$ cat src/rtl/oam_dma_ctrl.sv
// ---------------------------------------------------------------------------
// oam_dma_ctrl - sprite DMA sequencer at CPU address $4014.
//
// A CPU write of page P to $4014 stalls the CPU and copies bus bytes
// $PP00-$PPFF into OAM. Each byte costs one READ cycle on the CPU bus and
// one OAMDATA ($2004) WRITE cycle on the PPU register port.
//
// Build option:
//   OAM_DMA_ALIGN_EN  defined   -> a one-cycle ALIGN state is inserted after
//                                  the dummy cycle when needed, so every READ
//                                  falls on a phase=0 cycle (513 or 514
//                                  halted cycles per transfer).
//                     undefined -> HALT always exits straight to READ and no
//                                  phase is tracked (513 halted cycles).
//
// All outputs are decoded from registered state only; no input reaches an
// output combinationally.
// ---------------------------------------------------------------------------
module oam_dma_ctrl #(
    parameter logic [15:0] DMA_REG_ADDR = 16'h4014,
    parameter logic [2:0]  OAMDATA_REG  = 3'd4,
    parameter int          XFER_LEN     = 256
) (
    input  logic        clk,
    input  logic        reset,
    input  logic [15:0] cpu_addr,
    input  logic [7:0]  cpu_data_in,
    input  logic        cpu_WE,
    input  logic        cpu_is_read,
    output logic        cpu_halt,
    output logic        dma_busy,
    output logic [15:0] dma_addr,
    output logic        dma_rd,
    input  logic [7:0]  mem_data_in,
    output logic        ppu_cs_n,
    output logic [2:0]  ppu_reg_addr,
    output logic        ppu_WE,
    output logic [7:0]  ppu_data
);

    // Offset of the final byte of a transfer; the offset counter is 8 bits,
    // so the transfer can never leave the latched page.
    localparam logic [7:0] LAST_OFFSET = 8'(XFER_LEN - 1);

    typedef enum logic [2:0] {
        ST_IDLE  = 3'd0,
        ST_HALT  = 3'd1,
        ST_ALIGN = 3'd2,
        ST_READ  = 3'd3,
        ST_WRITE = 3'd4
    } state_t;

    state_t      state_reg;
    state_t      state_next;
    logic [7:0]  page_reg;
    logic [7:0]  page_next;
    logic [7:0]  offset_reg;
    logic [7:0]  offset_next;
    logic [7:0]  data_lat_reg;
    logic [7:0]  data_lat_next;

    // A trigger is only honoured from IDLE; writes to $4014 while a transfer
    // is running (and writes to any other address) fall through untouched.
    logic        trigger_hit;
    assign trigger_hit = cpu_WE && (cpu_addr == DMA_REG_ADDR);

    // The HALT state can only hand over to the DMA once the CPU is sitting
    // in a read cycle: RDY cannot stall a write.
    logic        dummy_cycle;
    assign dummy_cycle = cpu_is_read;

`ifdef OAM_DMA_ALIGN_EN
    // Bus phase: toggles every cycle, cleared by reset. READ cycles are only
    // allowed while this is 0.
    logic        phase_reg;

    // Free-running phase toggle.
    always_ff @(posedge clk) begin
        if (reset) begin
            phase_reg <= 1'b0;
        end else begin
            phase_reg <= ~phase_reg;
        end
    end

    // The cycle after the dummy cycle has phase ~phase_reg. If that is 0 we
    // can read immediately, otherwise burn one ALIGN cycle first.
    logic        read_phase_ok;
    assign read_phase_ok = phase_reg;
`else
    // Without alignment the first READ always follows the dummy cycle.
    logic        read_phase_ok;
    assign read_phase_ok = 1'b1;
`endif

    // State and datapath registers.
    always_ff @(posedge clk) begin
        if (reset) begin
            state_reg    <= ST_IDLE;
            page_reg     <= 8'h00;
            offset_reg   <= 8'h00;
            data_lat_reg <= 8'h00;
        end else begin
            state_reg    <= state_next;
            page_reg     <= page_next;
            offset_reg   <= offset_next;
            data_lat_reg <= data_lat_next;
        end
    end

    // Next-state and datapath update logic.
    always_comb begin
        state_next    = state_reg;
        page_next     = page_reg;
        offset_next   = offset_reg;
        data_lat_next = data_lat_reg;

        unique case (state_reg)
            ST_IDLE: begin
                if (trigger_hit) begin
                    page_next   = cpu_data_in;
                    offset_next = 8'h00;
                    state_next  = ST_HALT;
                end
            end

            ST_HALT: begin
                // Stay here through CPU write cycles; the first read cycle
                // is the dummy cycle and ends the wait.
                if (dummy_cycle) begin
                    state_next = read_phase_ok ? ST_READ : ST_ALIGN;
                end
            end

            ST_ALIGN: begin
                state_next = ST_READ;
            end

            ST_READ: begin
                // Bus data is valid at the edge that closes the read.
                data_lat_next = mem_data_in;
                state_next    = ST_WRITE;
            end

            ST_WRITE: begin
                // OAMADDR auto-increments inside the PPU; we only track the
                // source offset.
                offset_next = offset_reg + 8'd1;
                state_next  = (offset_reg == LAST_OFFSET) ? ST_IDLE : ST_READ;
            end

            default: begin
                state_next = ST_IDLE;
            end
        endcase
    end

    // Moore output decode from the registered state.
    always_comb begin
        cpu_halt     = 1'b0;
        dma_busy     = 1'b0;
        dma_rd       = 1'b0;
        dma_addr     = 16'h0000;
        ppu_cs_n     = 1'b1;
        ppu_WE       = 1'b0;
        ppu_reg_addr = 3'd0;
        ppu_data     = 8'h00;

        unique case (state_reg)
            ST_IDLE: begin
                // Bus and PPU port are released.
            end

            ST_HALT, ST_ALIGN: begin
                cpu_halt = 1'b1;
                dma_busy = 1'b1;
            end

            ST_READ: begin
                cpu_halt = 1'b1;
                dma_busy = 1'b1;
                dma_rd   = 1'b1;
                dma_addr = {page_reg, offset_reg};
            end

            ST_WRITE: begin
                cpu_halt     = 1'b1;
                dma_busy     = 1'b1;
                ppu_cs_n     = 1'b0;
                ppu_WE       = 1'b1;
                ppu_reg_addr = OAMDATA_REG;
                ppu_data     = data_lat_reg;
            end

            default: begin
                // Unreachable encodings leave everything released.
            end
        endcase
    end

endmodule

$ cat config.mk
export PLATFORM = sky130hd
export DESIGN_NAME = oam_dma_ctrl
export DESIGN_NICKNAME = d
export VERILOG_FILES = /design/src/rtl/oam_dma_ctrl.sv
export SDC_FILE = /design/constraint.sdc
export NUM_CORES = 1
export LEC_CHECK = 0
export CAP_MARGIN = 30
export CORE_MARGIN = 4
export CORE_UTILIZATION = 40
export CTS_CLUSTER_DIAMETER = 30
export DETAILED_ROUTE_END_ITERATION = 10
export MAX_ROUTING_LAYER = met4
export PLACE_DENSITY = 0.91
export SYNTH_ARGS = -nofsm -noshare
export SYNTH_HDL_FRONTEND = slang
export SYNTH_SLANG_ARGS = --single-unit
$ cat constraint.sdc
create_clock -name clk -period 3.67 [get_ports clk]
set_input_delay 0.5505 -clock clk [delete_from_list [all_inputs] [get_ports clk]]
set_output_delay 0.5505 -clock clk [all_outputs]
set_load 0.02 [all_outputs]
==> qor.yml, run 1 <==
run_status:
  status: "finished clean"
worst_setup_path:
  cp_data_required_time_ns: 3.12
  worst-path-buf-inv: 2
  cpLargestDelayFamily: "buffers and inverters"
  endpoint_kind: "output port"
  crit_path_cell_trace: "nand2_1 -> or2_2 -> inv_1 -> and2_1 -> clkdlybuf4s50_1"
  crit_path_start_kind: "register"
  slowest_stage: "clkdlybuf4s50_1"
  max_stage_delay_ns: 0.61
  cp-startpoint: "state_reg[1]$_SDFFE_PP0P_"
  arrival_ns: 2.54
  crit_type: "reg -> out"
  cp_max_fo: 25
  r2r-start: "state_reg[2]$_SDFFE_PP0P_"
floorplanning:
  ios: 68
  dieArea_sq_um: 4390
  fp.coreArea_sq_um: 3150
  initial_core_util: 0.431
  rows: 20
  die_w_um: 66.3
  fp.dieH_um: 66.3
route:
  drtIter0Drc: 96
  vias: 1322
  wl_per_cell_um: 12.9
  wl_um: 3390
  post-route-drc-count: 0
  post_drt_via_cell_ratio: 5.03
  first_pass_iters: 4
  ant_nets: 0
synthesis:
  synthTopCellsByCount: "dfxtp_1, nand2_1, and2_1, a21oi_1, and3_1"
  synthSimpleGateAreaFrac: 0.342
  netlist_area_sq_um: 1360
  yosys_warnings: 0
  ys_seq_elements: 27
  syn_inst: 162
  synthTopCellsByArea: "dfxtp_1, and2_1, nand2_1"
  yosysSeqAreaShare: 0.398
  yosys.area_share.adder: 0.00921
  synthMuxAreaShare: 0.0589
  synth_compound_area_frac: 0.106
  synth_top_area_cell: "dfxtp_1"
  synth-main-ff-cell: "dfxtp_1"
  synth_cell_types: 32
  synthXorXnorAreaFrac: 0.0193
  yosysTopAreaCellShare: 0.398
  synth_edf_count: 0
  synth_top_family_by_area: "simple AND/OR/NAND/NOR gates"
  synth_most_common_cell: "dfxtp_1"
  async_flop_share: 0
  avgSynthCellArea_sq_um: 8.39
cts:
  cts_tree: "built"
  clkLatencyLatePin_ns: 0.31
  clkTransAtPathRegs_ns: 0.14
  post_cts_buffers: 0
  clock_sinks: 27
  ctsHoldBuffers: 0
  cts_root_buf: "clkbuf_4"
  clockBufferDepth: 2
  post_cts_resized: 0
  htree_levels: 1
  numCtsBuffers: 3
placement:
  dpl-instance-area_sq_um: 1990
  dp_slack_ns: 0.938
  dp_hpwl_um: 2580
  place.gp.congestion: 0.742
  io_buffer_count: 65
timing:
  period_share: 0.841
  relSlewSlack: 0.390
  setup_slack_ns: 0.584
  tightest_slew_ns: 0.912
  drv_slew: 0
  fmax_ghz: 0.324
  hold_violations: 0
  setup_viol: 0
  post-route-min-period_ns: 3.09
  finalClockSkew_ns: 0.00195
  tns_ns: 0
  rsz0062_at_grt: "no"
cells_and_area:
  finalNetCount: 257
  drive_gt1_frac: 0.0457
  fill_cells: 290
  syn_to_final_growth_pct: 48.8
  design_area_sq_um: 2020
  num_antenna_cells: 0
global_routing:
  grt_pass1_vias: 1265
  grt_first_pass_wirelength_um: 5570
  met2_usage: 0.294
  overflow: 0
  grt_max_degree: 27
  globalRoute.busiestLayer: "met2"
  antenna_found_initial: 0
  grtUsageMet1: 0.174
  grt_use_met3: 0.0425
  grt_usage: 0.160
pwr:
  peakVddDrop_mv: 0.143
  power_density_nw_per_um2: 231
  power_leakage_nw: 0.802
hold_path:
  hold_path_class: "reg -> reg"
  hold_path_startpoint: "data_lat_reg[2]$_SDFFE_PP0N_"
flow_run:
  max_cap_violations: 0
-- through the flow --
stage	utilization	hold slack (ns)	total power [mW]	std cells
final	0.641	0.469	0.467	263
after global routing	0.641	0.497	0.486	263
after CTS	0.641	0.469	0.473	263
after detailed placement	0.632	0.449	0.346	259
after global placement	0.632	0.439	0.345	259
after floorplan	-	0.432	0.309	163
-- path summary, 6_finish.rpt --
| kind | endpoint | slack [ns] | cells past startpoint |
|---|---|---|---|
| setup / recovery | dma_addr[9] | 0.58 | 5 |
| hold / removal | data_lat_reg[2]$_SDFFE_PP0N_ | 0.47 | 2 |
| setup reg to reg | offset_reg[2]$_SDFFE_PP0P_ | 1.85 | 5 |
| hold reg to reg | data_lat_reg[2]$_SDFFE_PP0N_ | 0.47 | 2 |
-- power by group --
| part | leakage [nW] | internal (mW) | switching (mW) |
|---|---|---|---|
| clock network | 0.0139 | 0.0415 | 0.0857 |
| registers | 0.217 | 0.293 | 0.000000603 |
| logic | 0.571 | 0.0340 | 0.0124 |
| total | 0.802 | 0.369 | 0.0981 |
-- metal layers --
metal	vias to the layer above	part of all wire
li1	662	-
met1	611	0.41
met2	47	0.50
met3	2	0.084
met4	0	0.0038
met5	-	0
-- layout make-up --
type | instances | area (sq um) | share of cell area
clock buffers | 3 | 22.5 | 0.0111
clock inverters | 1 | 7.51 | 0.00371
inverters | 3 | 11.3 | 0.00557
multi-input cells | 120 | 734 | 0.363
flip-flops and latches | 27 | 541 | 0.267
well taps | 44 | 55.1 | 0.0272
repair buffers | 65 | 651 | 0.322
-- worst register-to-register path: cells and delay by family, from the launching register on --
family	cells	cell delay, ns
AND/OR/NAND/NOR	3	0.65
flip-flops	1	0.58
buffers and inverters	1	0.37
AO/OA/AOI/OAI	1	0.15
-- placed cells by master, fill, tap and decap left out --
| cell | netlist | final |
|---|---|---|
| and4b_1 | 1 | 1 |
| nor2_1 | 9 | 9 |
| nor4_4 | 1 | 1 |
| dfxtp_1 | 27 | 27 |
| nand3_2 | 1 | 1 |
| nor2_4 | 1 | 1 |
| mux2i_1 | 8 | 8 |
| nor3_1 | 3 | 3 |
| ha_1 | 1 | 1 |
| conb_1 | 1 | 2 |
| a311oi_1 | 3 | 3 |
| nand2b_1 | 2 | 2 |
| a31oi_1 | 1 | 1 |
| nand3_1 | 6 | 6 |
| or4b_4 | 1 | 1 |
| nand3b_1 | 1 | 1 |
| xor2_1 | 2 | 2 |
| nand4_1 | 2 | 2 |
| clkbuf_4 | 0 | 3 |
| nor4b_1 | 2 | 2 |
| a41oi_1 | 3 | 3 |
| clkdlybuf4s50_1 | 0 | 65 |
| clkinvlp_4 | 0 | 1 |
| a21oi_1 | 14 | 14 |
| nand2_1 | 25 | 25 |
| o21a_1 | 2 | 2 |
| inv_1 | 3 | 3 |
| and2_1 | 16 | 16 |
| or2_2 | 2 | 2 |
| and3_1 | 10 | 10 |
| xnor2_1 | 1 | 1 |
-- cells by family (layout without fill, tap and decap cells) --
family / after synthesis / count (layout)
and+or+nand+nor: 83 / 83
DFF: 27 / 27
AOI/OAI and AO/OA: 23 / 23
buffers and inverters: 16 / 72
muxes: 8 / 8
xor gates and xnor gates: 3 / 3
adders and majority gates: 1 / 1
other: 1 / 2
(Power assumes the default switching activity.)
==> run 2, diff against run 1 <==
- CORE_UTILIZATION: 40 -> 36
- PLACE_DENSITY: 0.91 -> 0.87
- clock period: 3.67 -> 2.63 ns (I/O delays scaled with it)
==> run 2 against run 1 <==
Net effect:
- routed wire length increased by 2.2%
- clock skew about the same
- sequential cell count unchanged
- sequential share of layout area shrank 1.0 points
- die area rose by 9.7%
- clock-buffer cell count stayed put
- register-to-register slack worse by 0.90 ns
- via count rose by 3.3%
- hold slack got worse by 0.016 ns
- worst setup slack got worse by 0.46 ns
- first-iteration DRC count is 28% lower
- cell count up 4.2%
- critical endpoint unchanged
- highest routed layer unchanged
==> qor.yml, run 2 (same netlist as run 1, synthesis figures left out) <==
cts:
  clock_sinks: 27  # unchanged
  cts_root_buf: "clkbuf_8"
  cts_tree: "built"
  clkTransAtPathRegs_ns: 0.09  # -0.05 ns
  clkLatencyLatePin_ns: 0.27  # -0.04 ns
  htree_levels: 1  # unchanged
  numCtsBuffers: 3  # unchanged
  post_cts_buffers: 0  # unchanged
  clockBufferDepth: 2  # unchanged
  ctsHoldBuffers: 0  # unchanged
timing:
  finalClockSkew_ns: 0.00199  # +0.0000470 ns
  drv_slew: 0  # unchanged
  hold_violations: 0  # unchanged
  period_share: 0.952
  fmax_ghz: 0.400
  rsz0062_at_grt: "no"
  tns_ns: 0  # unchanged
  post-route-min-period_ns: 2.50
  hold_slack_ns: 0.452  # -0.0164 ns
  setup_viol: 0  # unchanged
route:
  post_drt_via_cell_ratio: 4.99  # -0.82%
  post-route-drc-count: 0  # unchanged
  vias: 1366  # +3.3%
  ant_nets: 0  # unchanged
  drtIter0Drc: 69  # -28%
  first_pass_iters: 4  # unchanged
  wl_um: 3460  # +2.2%
  wl_per_cell_um: 12.6  # -1.9%
cells_and_area:
  syn_to_final_growth_pct: 54.7
  most-common-layout-cells: "clkdlybuf4s50_1, dfxtp_1, nand2_1"
  num_antenna_cells: 0  # unchanged
  final_common_cell: "clkdlybuf4s50_1"
  finalNetCount: 264  # +2.7%
  drive_gt1_frac: 0.0796  # +0.0340
floorplanning:
  rows: 22  # +10%
  die_w_um: 69.4  # +4.8%
  fp.dieH_um: 69.4  # +4.8%
  ios: 68  # unchanged
  fp.coreArea_sq_um: 3660  # +16%
  dieArea_sq_um: 4820  # +9.7%
  initial_core_util: 0.371  # -0.0598
worst_setup_path:
  crit_path_cell_trace: "nand2_1 -> or2_2 -> clkinvlp_4 -> and2_1 -> clkdlybuf4s50_1"
  max_stage_delay_ns: 0.60  # about the same
  crit_path_start_kind: "register"
  arrival_ns: 2.11  # -0.43 ns
  slowest_stage: "clkdlybuf4s50_1"
  endpoint_kind: "output port"
  cpLargestDelayFamily: "buffers and inverters"
  cp_max_fo: 9  # -64%
  crit_type: "reg -> out"
  worst-path-buf-inv: 2  # unchanged
  cp_data_required_time_ns: 2.24  # -0.88 ns
global_routing:
  grt_max_degree: 20  # -26%
  grt_pass1_vias: 1262  # -0.24%
  grt_first_pass_wirelength_um: 5700  # +2.4%
  antenna_found_initial: 0  # unchanged
  overflow: 0  # unchanged
  grt_usage: 0.142  # -0.0187
pwr:
  power_leakage_nw: 0.831  # +3.6%
  peakVddDrop_mv: 0.235  # +64%
  power_density_nw_per_um2: 338  # +46%
placement:
  dp_hpwl_um: 2480  # -3.7%
  io_buffer_count: 65  # unchanged
  place.gp.congestion: 0.767  # +3.3%
run_status:
  status: "finished clean"
hold_path:
  hold_path_class: "reg -> reg"
flow_run:
  max_cap_violations: 0  # unchanged
-- run 2: layer usage --
layer	vias up	GRT usage	share of wire
li1	677	-	-
met1	621	0.168	0.45
met2	64	0.239	0.47
met3	4	0.0362	0.075
met4	0	0.0369	0.0072
met5	-	-	0
-- run 2: stage by stage --
step	power (mW)	utilization	cell area (sq um)	cells	setup WS, ns
global placement	0.483	0.558	2040	269	0.288
global route	0.734	0.574	2100	274	0.0100
finish	0.710	0.574	2100	274	0.127
detailed placement	0.484	0.558	2040	269	0.241
floorplan	0.431	-	1360	163	0.726
CTS	0.715	0.572	2090	273	0.100
-- run 2: area by class of cell --
type | count | area, sq um
Tap cell | 48 | 60.1
Clock buffer | 3 | 41.3
Timing Repair Buffer | 71 | 696
Fill cell | 344 | 1560
Clock inverter | 1 | 7.51
Timing Repair inverter | 1 | 7.51
Sequential cell | 27 | 541
Inverter | 3 | 15.0
Multi-Input combinational cell | 120 | 734
-- run 2: where the power goes --
part           leakage [nW]  total, mW  switching [mW]  internal, mW
Clock                0.0217      0.236           0.129         0.107
Combinational         0.592     0.0654          0.0170        0.0484
Sequential            0.217      0.408     0.000000861         0.408
Total                 0.831      0.710           0.146         0.564
-- run 2: repair_timing --
item / in CTS / in global routing
endpoints found under the hold margin: 0 / 0
cloned: 0 / 1
endpoints found under the setup margin: 16 / 14
resized for setup: 1 / 1
pin swaps: 0 / 0
-- run 2: path summary, 6_finish.rpt --
check	from	endpoint	slack [ns]	depth (start not counted)
min	data_lat_reg[0]$_SDFFE_PP0N_	data_lat_reg[0]$_SDFFE_PP0N_	0.45	2
min reg2reg	data_lat_reg[0]$_SDFFE_PP0N_	data_lat_reg[0]$_SDFFE_PP0N_	0.45	2
max	state_reg[1]$_SDFFE_PP0P_	dma_addr[9]	0.13	5
max reg2reg	state_reg[0]$_SDFFE_PP0P_	offset_reg[2]$_SDFFE_PP0P_	0.95	7
-- run 2: worst reg2reg max path, delay by kind of cell, from the launching register on --
kind,cells,cell delay [ns]
DFF,1,0.38
and+or+nand+nor,4,0.80
buffers and inverters,2,0.32
AOI/OAI and AO/OA,1,0.13
==> RTL change (config.mk and constraints of run 2) <==
The option `OAM_DMA_ALIGN_EN` is turned on by a define.
--- a/src/rtl/oam_dma_ctrl.sv
+++ b/src/rtl/oam_dma_ctrl.sv
@@ -16,6 +16,8 @@
 // All outputs are decoded from registered state only; no input reaches an
 // output combinationally.
 // ---------------------------------------------------------------------------
+`define OAM_DMA_ALIGN_EN
+
 module oam_dma_ctrl #(
     parameter logic [15:0] DMA_REG_ADDR = 16'h4014,
     parameter logic [2:0]  OAMDATA_REG  = 3'd4,
Behaviour: not the same (Yosys sat finds a counterexample within 4 cycles, from zero or initial values and one cycle with reset high).
==> RTL change against run 2 <==
Cell area is the same. Total power is 0.56% higher. Combinational power up 3%. Worst setup slack improved by 0.049 ns. Sequential cell count increased by 1. Synthesized area grew 2.1%. Wire length decreased by 4.0%. Clock skew is essentially flat.
==> RTL change: results (changes against run 2) <==
| Metric | Value |
|---|---|
| DIE WIDTH | `70.1 µm (was 69.4 µm)` |
| Synth top area cells | `dfxtp_1 40%, and2_1 11%, nand2_1 6.2% (was dfxtp_1 40%, and2_1 7.4%, nand2_1 6.9%)` |
| Non-Clock Buffer Area Fraction | `32.0% (was 33.1%)` |
| Inverters | `3 (was 4)` |
| Crit Path Max Fanout | `25 (was 9)` |
| Post-synth cell types | `40 (was 32)` |
| Synth Area in Adders | `0.902% (was 0.921%)` |
| Post-synthesis compound-gate area fraction | `8.48% (was 10.6%)` |
| Multi-input gate count | `124 (was 120)` |
| Vias in the first global route | `1259 (was 1262)` |
| Met3 WL post-DR | `168 µm (was 259 µm)` |
| Area Overhead vs Synth | `51.5% (was 54.7%)` |
| Worst VDD drop | `0.353 mV (was 0.235 mV)` |
| Fillers | `354 (was 344)` |
| Internal Dissipation | `576 µW (was 564 µW)` |
| Vias/cell | `4.73 (was 4.99)` |
| Synth cell count leaders | `28 x dfxtp_1, 24 x and2_1, 23 x nand2_1, 16 x nor2_1, 13 x a21oi_1 (was 27 x dfxtp_1, 25 x nand2_1, 16 x and2_1, 14 x a21oi_1, 10 x and3_1)` |
| Placed inst area | `2050 µm² (was 2040 µm²)` |
| WL met2 | `1.76 mm (was 1.62 mm)` |
| # port buffers | `65 (unchanged)` |
| Critical Path AT | `2.06 ns (was 2.11 ns)` |
| Seq cells | `28 (was 27)` |
| Share of cells above drive strength 1 | `6.19% (was 7.96%)` |
| WL met1 | `1.40 mm (was 1.56 mm)` |
| DP Worst Slack | `0.230 ns (was 0.241 ns)` |
| Iter 0 DRT Violations | `44 (was 69)` |
| Final clock-cell share | `1.96% (was 2.32%)` |
| Final Skew | `0.00217 ns (was 0.00199 ns)` |
| Clock power share | `31.1% (was 33.3%)` |
| Combinational Power Share | `9.4% (was 9.2%)` |
| Multiplexer share of the synthesized area | `6.58% (was 5.89%)` |
| GRT Total Usage | `14.0% (was 14.2%)` |
| HPWL Detailed | `2.53 mm (was 2.48 mm)` |
| Fin nets | `265 (was 264)` |
| XOR/XNOR Fraction of Synth Area | `2.52% (was 1.93%)` |
| Area occupied by multi-input gates | `748 µm² (was 734 µm²)` |
| Seq/Total Area, Yosys | `40.4% (was 39.8%)` |
| Routed wire per std cell | `12.1 µm (was 12.6 µm)` |
| Static Leak | `0.742 nW (was 0.831 nW)` |
| First-pass GRT wire length | `5.62 mm (was 5.70 mm)` |
| Gp weighted congestion | `0.759 (was 0.767)` |
| Status | `completed (unchanged)` |
| Cell count after synthesis | `166 (was 162)` |
| Comb group | `67.1 µW (was 65.4 µW)` |
| DR top layer | `met3 (was met4)` |
| Number of non-clock buffers | `68 (was 71)` |
| Min-delay worst type | `reg2reg (unchanged)` |
| Final wirelength | `3.33 mm (was 3.46 mm)` |
| Largest net degree at the start of global routing | `26 (was 20)` |
[RTL change: repair_timing]
item,in CTS,in global routing
resized for setup,1,3
buffers inserted,0,0
setup endpoints to repair,16,16
[RTL change: critical path, cell delays in order, from the launching register on]
cell	delay (ns)
dfxtp_2	0.39
nand2_1	0.06
or2_2	0.39
inv_6	0.18
and2_1	0.17
clkdlybuf4s50_1	0.60
[RTL change: final timing paths]
path                             startpoint                        to  slack, ns  cells past startpoint
setup / recovery  state_reg[1]$_SDFFE_PP0P_               dma_addr[7]       0.18                      5
hold / removal         phase_reg$_SDFF_PP0_      phase_reg$_SDFF_PP0_       0.42                      1
setup reg to reg  state_reg[0]$_SDFFE_PP0P_  page_reg[1]$_SDFFE_PP0P_       1.03                      5
hold reg to reg        phase_reg$_SDFF_PP0_      phase_reg$_SDFF_PP0_       0.42                      1
[RTL change: per-layer routing]
metal  vias to the layer above  GRT usage (%)
li1                        670              -
met4                         0           1.28
met3                         0           3.60
met2                        34           24.3
met1                       592           16.9
met5                         -              -
